$ cat config.mk
export PLATFORM = sky130hd
export DESIGN_NAME = hit_judge_scorer
export DESIGN_NICKNAME = d
export VERILOG_FILES = /design/src/rtl/hit_judge_scorer.sv
export SDC_FILE = /design/constraint.sdc
export NUM_CORES = 1
export LEC_CHECK = 0
export CAP_MARGIN = 20
export CORE_UTILIZATION = 30
export CTS_BUF_LIST = sky130_fd_sc_hd__clkbuf_16
export DETAILED_ROUTE_END_ITERATION = 12
export PLACE_DENSITY_LB_ADDON = 0.2
export SLEW_MARGIN = 20
export SYNTH_ARGS = -nofsm -noshare
export SYNTH_HDL_FRONTEND = slang
export SYNTH_SLANG_ARGS = --single-unit
$ cat constraint.sdc
create_clock -name clk -period 4.1 [get_ports clk]
set_clock_uncertainty 0.05 [all_clocks]
set_input_delay 1.025 -clock clk [delete_from_list [all_inputs] [get_ports clk]]
set_output_delay 1.025 -clock clk [all_outputs]
set_load 0.05 [all_outputs]
$ cat src/rtl/hit_judge_scorer.sv
// Chord judge and scorer: synchronises frets and strum, debounces the strum, judges each
// latched chord inside a timing window and keeps combo, multiplier and a saturating score.
module hit_judge_scorer #(
  parameter int unsigned LANES             = 5,
  parameter int unsigned DEBOUNCE          = 4,
  parameter int unsigned WINDOW_CYC        = 10,
  parameter int unsigned BASE_PTS          = 50,
  parameter int unsigned COMBO_STEP        = 10,
  parameter int unsigned MAX_MULT          = 4,
  parameter int unsigned SCORE_W           = 21,
  parameter int unsigned COMBO_W           = 10,
  parameter int unsigned OVERSTRUM_PENALTY = 1
) (
  input  logic               clk,
  input  logic               reset_n,
  input  logic               stop,
  input  logic               pause,
  input  logic [LANES-1:0]   buttons,
  input  logic               strum,
  input  logic               note_valid,
  input  logic [LANES-1:0]   notes_to_play,
  output logic               note_hit,
  output logic               note_miss,
  output logic [COMBO_W-1:0] combo,
  output logic [2:0]         multiplier,
  output logic [SCORE_W-1:0] score,
  output logic [LANES-1:0]   lane_led
);

  localparam int unsigned WIN_W = (WINDOW_CYC > 1) ? $clog2(WINDOW_CYC) : 1;
  localparam int unsigned DB_W  = (DEBOUNCE > 1) ? $clog2(DEBOUNCE) : 1;
  localparam int unsigned SUM_W = SCORE_W + 16;
  localparam logic [SUM_W-1:0] SCORE_MAX = {{(SUM_W-SCORE_W){1'b0}}, {SCORE_W{1'b1}}};

  typedef enum logic {IDLE, WINDOW} state_t;

  logic [LANES-1:0] btn_meta, btn_sync;
  logic             strum_meta, strum_sync, strum_db, strum_evt;
  logic [DB_W-1:0]  db_cnt;

  state_t           state, nxt_state;
  logic [LANES-1:0] chord, nxt_chord;
  logic [WIN_W-1:0] win_cnt, nxt_win;
  logic             new_chord, judge_hit, judge_miss;

  logic [SUM_W-1:0]   score_sum;
  logic [SCORE_W-1:0] score_sat;
  logic [COMBO_W-1:0] combo_inc, combo_q;
  logic [2:0]         mult_next;

  // Synchronisers and strum debouncer; these keep running through pause and stop.
  always_ff @(posedge clk or negedge reset_n) begin
    if (!reset_n) begin
      btn_meta   <= '0;
      btn_sync   <= '0;
      strum_meta <= 1'b0;
      strum_sync <= 1'b0;
      strum_db   <= 1'b0;
      strum_evt  <= 1'b0;
      db_cnt     <= '0;
    end else begin
      btn_meta   <= buttons;
      btn_sync   <= btn_meta;
      strum_meta <= strum;
      strum_sync <= strum_meta;
      strum_evt  <= 1'b0;
      if (strum_sync == strum_db) begin
        db_cnt <= '0;
      end else if (db_cnt == DB_W'(DEBOUNCE - 1)) begin
        strum_db  <= strum_sync;
        db_cnt    <= '0;
        strum_evt <= strum_sync;
      end else begin
        db_cnt <= db_cnt + 1'b1;
      end
    end
  end

  // A strum judges the old chord first; a new chord in the same cycle is still latched.
  always_comb begin
    new_chord  = note_valid && (notes_to_play != '0);
    judge_hit  = 1'b0;
    judge_miss = 1'b0;
    nxt_state  = state;
    nxt_chord  = chord;
    nxt_win    = win_cnt;
    if (state == IDLE) begin
      if (strum_evt && (OVERSTRUM_PENALTY != 0)) judge_miss = 1'b1;
    end else begin
      if (strum_evt) begin
        if (btn_sync == chord) judge_hit = 1'b1;
        else                   judge_miss = 1'b1;
        nxt_state = IDLE;
      end else if (new_chord) begin
        judge_miss = 1'b1;
      end else if (win_cnt == '0) begin
        judge_miss = 1'b1;
        nxt_state  = IDLE;
      end else begin
        nxt_win = win_cnt - 1'b1;
      end
    end
    if (new_chord) begin
      nxt_state = WINDOW;
      nxt_chord = notes_to_play;
      nxt_win   = WIN_W'(WINDOW_CYC - 1);
    end
  end

  assign score_sum = SUM_W'(score) + SUM_W'(BASE_PTS) * SUM_W'(multiplier);
  assign score_sat = (score_sum > SCORE_MAX) ? '1 : score_sum[SCORE_W-1:0];
  assign combo_inc = (combo == '1) ? combo : combo + 1'b1;
  assign combo_q   = combo / COMBO_W'(COMBO_STEP);
  assign mult_next = (combo_q >= COMBO_W'(MAX_MULT - 1)) ? 3'(MAX_MULT) : 3'(combo_q + 1'b1);

  always_ff @(posedge clk or negedge reset_n) begin
    if (!reset_n) begin
      state      <= IDLE;
      chord      <= '0;
      win_cnt    <= '0;
      note_hit   <= 1'b0;
      note_miss  <= 1'b0;
      combo      <= '0;
      score      <= '0;
      multiplier <= 3'd1;
    end else begin
      note_hit   <= 1'b0;
      note_miss  <= 1'b0;
      multiplier <= mult_next;
      if (stop) begin
        state      <= IDLE;
        chord      <= '0;
        win_cnt    <= '0;
        combo      <= '0;
        score      <= '0;
        multiplier <= 3'd1;
      end else if (!pause) begin
        state     <= nxt_state;
        chord     <= nxt_chord;
        win_cnt   <= nxt_win;
        note_hit  <= judge_hit;
        note_miss <= judge_miss;
        if (judge_hit) begin
          combo <= combo_inc;
          score <= score_sat;
        end else if (judge_miss) begin
          combo <= '0;
        end
      end
    end
  end

  assign lane_led = (state == WINDOW) ? chord : '0;

endmodule

Yosys cells after proc, flatten, opt, wreduce, memory -nomap -nowiden
Cells that the tools add are included.
Storage, ports and cells
  output and inout bits: 41
  word-level logic and storage cells: 89
  register bits after elaboration: 62
  input port bits: 16
Cells by class
  $add $sub $neg: 5
  bitwise logic cells: 1
  eq/ne operators: 8
  $lt $le $gt $ge: 2
  $mul: 1
  muxes and demuxes: 44
  div/mod/pow operators: 1
  reductions and logical operators: 12
Operator list (number)
  $mux 21: 4
  $mux 10: 5
  $mux 4: 6
  $add 21x9->22: 1
  $gt 22x21->1 const B: 1
  $mux 1: 21
  $mux 5: 4
  $add 10x1->10 const B: 1
  $div 10x4->10 const B: 1
  $eq 10x10->1 const B: 1
  $ge 10x2->1 const B: 1
  $mul 5x3->8 const A: 1
  $mux 3: 2
  $ne 3x3->1 const B: 2
  $reduce_and 2->1: 3
  $reduce_bool 3->1: 2
  $eq 5x5->1: 1
  $reduce_bool 5->1: 1
  $logic_not 4->1: 1
  $mux 2: 2
  $reduce_and 4->1: 1
  $reduce_bool 2->1: 2
  $sub 4x1->4 const B: 1
  $add 3x1->3 const B: 1
  other kinds (8): 8

Depth between registers and ports, before layout
  depth after elaboration: 9
  gate-level depth with buffers: 14
  depth with buffers taken out: 14

Worst setup path before layout
OpenSTA, ideal clock, no wires.
  kind: register to register
  start point: register combo[6]
  end point: register multiplier[0]
  path slack: 0.631 ns
  data arrival time: 3.358 ns
  data required time: 3.989 ns
  stages on the path, launching flop included: 15
  period minus slack after synthesis: 3.469 ns
  buffers on the path: 2
  setup time: 0.061 ns
  cells stage by stage: dfrtp_1 buf_2 buf_2 nand4b_1 o31a_1 nand3_1 a31o_1 a21o_1 a221oi_1 a31oi_1 ha_1 or4_1 a221o_1 nor4_1 a221o_1
On the way
  cells in the longest elaborated chain, start to end: 4
  elaborated cells on any way between the ends: 5
  classes of those cells: add/sub (1); div (1); order compare (1); mux (2)
Ends and longest elaborated chain
  from (decl): line 24  | output logic [COMBO_W-1:0] combo,
  from (signal assigned): line 144  | combo <= combo_inc;
  $div 10x4->10 (*): line 113  | assign combo_q = combo / COMBO_W'(COMBO_STEP);
  $ge 10x2->1 / $add 3x1->3 (equally long branches): line 114  | assign mult_next = (combo_q >= COMBO_W'(MAX_MULT - 1)) ? 3'(MAX_MULT) : 3'(combo_q + 1'b1);
  $mux 3 (*): line 114
  $mux 3 (*): line 130  | if (stop) begin
  to (signal assigned): line 129  | multiplier <= mult_next;
  to (decl): line 25  | output logic [2:0] multiplier,
Every way passes the cells marked *; elsewhere a longest branch is shown, timed or not.
A chain may end at the register's enable or synchronous reset.

Final worst setup path
  start point: register combo[5]
  end point: register multiplier[0]
Same word-level chain as after synthesis.

==> out/summary.log <==
qor: outcome.outcome finished clean
qor: timing.fin_crit_sh 90.0%
qor: floorplanning.floorplan.initialDensity 31.3%
qor: clock_tree.tritoncts built
qor: clock_tree.clock_tree.root_cell clkbuf_16
qor: power_and_ir_drop.power_per_cell_area 301 nW/um2
qor: critical_path.critPathLaunchType flop
qor: route.average_routed_wire_per_standard_cell 15.2 um
qor: route.vias_after_detailed_routing 3449
qor: critical_path.worst-path-max-fanout 23
qor: logic_synthesis.syn-mean-instance-area 9.26 um2
qor: logic_synthesis.post_synth_inst_count 435
qor: timing.setup-tns-final 0 ns
qor: final_layout.post_route_cells_drive_above_1_share 7.91%
qor: critical_path.path_buf_inv 0
qor: power_and_ir_drop.power.switching 362 uW
qor: floorplanning.num_rows 41
qor: power_and_ir_drop.power 1.52 mW
qor: critical_path.critPathTopFamily simple AND/OR/NAND/NOR gates
qor: place.post-dp-hpwl 7270 um
qor: hold_path.whs_endpoint btn_sync[2]
qor: global_route.first_pass_grt_wire_length 17600 um
qor: route.route.antenna.remaining_nets 0
qor: logic_synthesis.yosys.cell_types.count 76
qor: global_route.number_of_antenna_violations_at_the_first_check_in_global_routing 0
qor: floorplanning.fp.coreArea 12900 um2
qor: timing.grt_setup_unrepaired false
qor: final_layout.diodes 0
qor: hold_path.hold-path-cell-count 0
qor: place.gp_routability_congestion 0.865
qor: logic_synthesis.synth_nets 472
qor: clock_tree.worst_skew_pair_later_pin_latency 0.33 ns
qor: timing.finalHoldViolCount 0
qor: critical_path.worst_ep_required_time 4.32 ns
qor: power_and_ir_drop.p_seq_share 43.3%
qor: critical_path.setup.worst_path.end_class flop
qor: clock_tree.post-cts-setup-buffers 0
qor: critical_path.logic_depth_of_the_worst_path_buffers_included 12
qor: timing.slew_viol_final 0
qor: critical_path.worstPathArrival 3.91 ns
qor: final_layout.fin_nets 525
qor: logic_synthesis.number_of_synthesized_flops_with_an_enable_pin 0
qor: timing.max_freq 0.271 GHz
qor: critical_path.worstReg2RegEnd multiplier[0]
qor: global_route.global_route_usage_sum 15.6%
qor: global_route.overflow 0
qor: critical_path.crit_slowest_cell dfrtp_1
qor: clock_tree.cts.sinks 62
qor: power_and_ir_drop.cellInternalPower 1.16 mW
qor: floorplanning.chipWidth 118 um
qor: logic_synthesis.synthesis.area 4030 um2
qor: logic_synthesis.yosysWarnings 0
qor: critical_path.timing.reg2reg.worst_path_depth 12
qor: logic_synthesis.dominant_register_cell_in_the_synthesized_netlist dfrtp_1
qor: floorplanning.num_io_pins 57
qor: final_layout.postLayoutCoreUtil 39.2%
qor: logic_synthesis.synth_seq_cells 62
qor: final_layout.layout.cells.most_common dfrtp_1
qor: clock_tree.resized_cells_post_cts 0
qor: power_and_ir_drop.leakage 2.16 nW
qor: critical_path.cpPeakStageDelay 0.62 ns
qor: power_and_ir_drop.vdd_ir_drop_max 208 uV
qor: power_and_ir_drop.power.combinational.fraction 7.7%
qor: clock_tree.clkSlewWorstSetupHoldPaths 0.06 ns
qor: logic_synthesis.yosysSeqAreaShare 38.6%
qor: route.routed_wl 10100 um
qor: floorplanning.design.die.area 13900 um2
qor: critical_path.worstSetupPathType flop to flop
qor: route.drt_pass_1_iters 4
qor: timing.final_period_minus_worst_setup_slack 3.69 ns
qor: timing.maxSlewHeadroom 52.9%
qor: place.port-buffer-count 56
qor: clock_tree.h-tree-depth 3
qor: timing.final-setup-viol-count 0
qor: timing.worst_slew_pin_slew 0.706 ns
qor: run.max_cap_viol_count 0
qor: global_route.vias_in_the_first_global_route 3450
qor: critical_path.crit_path_cell_trace or3b_1 -> a21oi_1 -> nor4b_2 -> nor3_2 -> and2_1 -> mux2i_1 -> a21oi_1 -> ha_1 -> or4_1 -> a221o_1 -> nor4_1 -> a221o_1
qor: clock_tree.cts_buffer_depth 2
qor: route.post_drt_via_cell_ratio 5.19
qor: floorplanning.die_height 118 um
qor: clock_tree.cts-buffers-inserted 9
qor: global_route.grt_max_degree 36
qor: hold_path.timing.hold.worst.class flop to flop
qor: final_layout.syn2layout_area_growth 25.3%
qor: final_layout.highest_count_cells_in_the_layout_ignoring_fill_and_taps dfrtp_1, clkdlybuf4s50_1, nor2_1
qor: critical_path.worst-r2r-setup-slack 0.41 ns
qor: logic_synthesis.asyncSetResetFlopFracSynth 100%
qor: route.initialDrtViolationCount 243
qor: power_and_ir_drop.power.clock.fraction 49.0%
qor: clock_tree.cts_hold_bufs 0
qor: route.remaining_drc_errors 0
qor: critical_path.r2r_path_start combo[5]
qor: power_and_ir_drop.netSwitchingFraction 23.8%
qor: hold_path.min_from btn_meta[2]
==> flip-flops by register name, indices dropped and copies added, names as in the netlist <==
signal	cells
score	21
combo	10
btn_meta	5
btn_sync	5
chord	5
win_cnt	4
multiplier	3
db_cnt	2
note_hit	1
note_miss	1
state	1
strum_db	1
strum_evt	1
strum_meta	1
strum_sync	1
==> layer usage <==
metal	wire length, um	track usage [%]
met5	0	0
met4	141	5.61
met3	355	2.76
met2	4770	24.8
met1	4880	21.2
==> synthesized netlist by cell type (all sizes together), types with 2 or more instances <==
library cell,instances,area [um2]
dfrtp,61,1530
nor2,42,158
nand2,24,90.1
o21ai,24,124
a21oi,22,110
ha,20,250
nor3,18,100
buf,17,93.8
inv,17,63.8
nand3,14,70.1
a311oi,10,87.6
and2,10,62.6
nor2b,9,56.3
xor2,9,78.8
and3,8,50.1
mux2i,8,80.1
xnor2,8,70.1
clkbuf,7,26.3
nand2b,7,43.8
o31ai,7,52.6
a31oi,6,37.5
and3b,6,52.6
nor3b,5,37.5
nor4,5,76.3
or2,5,31.3
a21o,4,30.0
or3,4,25.0
nand3b,3,22.5
nand4,3,25.0
nor4b,3,32.5
o211ai,3,22.5
o31a,3,26.3
a211oi,2,15.0
a221o,2,20.0
a221oi,2,23.8
a22oi,2,15.0
a31o,2,17.5
a32oi,2,17.5
and4,2,17.5
mux2,2,22.5
o21bai,2,15.0
o221ai,2,17.5
or4,2,15.0
==> per-stage QoR <==
step / cells / setup WS (ns) / hold slack [ns] / cell area (um2)
after floorplan: 435 / 0.631 / 0.281 / 4030
after global placement: 649 / 0.498 / 0.284 / 4750
after detailed placement: 649 / 0.437 / 0.288 / 4750
after CTS: 665 / 0.411 / 0.296 / 5050
after global routing: 665 / 0.0749 / 0.298 / 5050
final: 665 / 0.408 / 0.293 / 5050
==> cells by family (layout without fill, tap and decap cells) <==
kind of cell,Yosys count,after routing,share of synthesized area (%)
and+or+nand+nor,175,175,25.1
xor gates and xnor gates,17,17,3.70
muxes,10,10,2.55
DFF,62,62,38.6
AOI/OAI and AO/OA,108,108,18.6
buffers and inverters,41,99,4.57
adders and majority gates,22,22,6.96
==> cell type report <==
| cell class | count | area [um2] |
|---|---|---|
| Clock inverter | 7 | 67.6 |
| Timing Repair Buffer | 66 | 631 |
| Sequential cell | 62 | 1550 |
| Tap cell | 172 | 215 |
| Clock buffer | 9 | 225 |
| Fill cell | 1288 | 7830 |
| Inverter | 17 | 63.8 |
| Multi-Input combinational cell | 332 | 2290 |
==> power groups by stage <==
stage | Clock, mW | Sequential (mW) | Combinational, mW
global route | 0.794 | 0.663 | 0.133
floorplan | 0 | 0.666 | 0.0716
finish | 0.745 | 0.659 | 0.117
global placement | 0 | 0.668 | 0.117
detailed placement | 0 | 0.669 | 0.120
CTS | 0.765 | 0.659 | 0.121
==> worst max path at each step <==
stage / start / to / slack (ns)
6_report: combo[5] / multiplier[0] / 0.41
5_1_grt: combo[5] / multiplier[0] / 0.07
4_1_cts: combo[5] / multiplier[0] / 0.41
3_5_place_dp: combo[5] / multiplier[0] / 0.44
3_3_place_gp: combo[5] / multiplier[0] / 0.50
2_1_floorplan: combo[6] / multiplier[0] / 0.63
(Power assumes the default switching activity.)
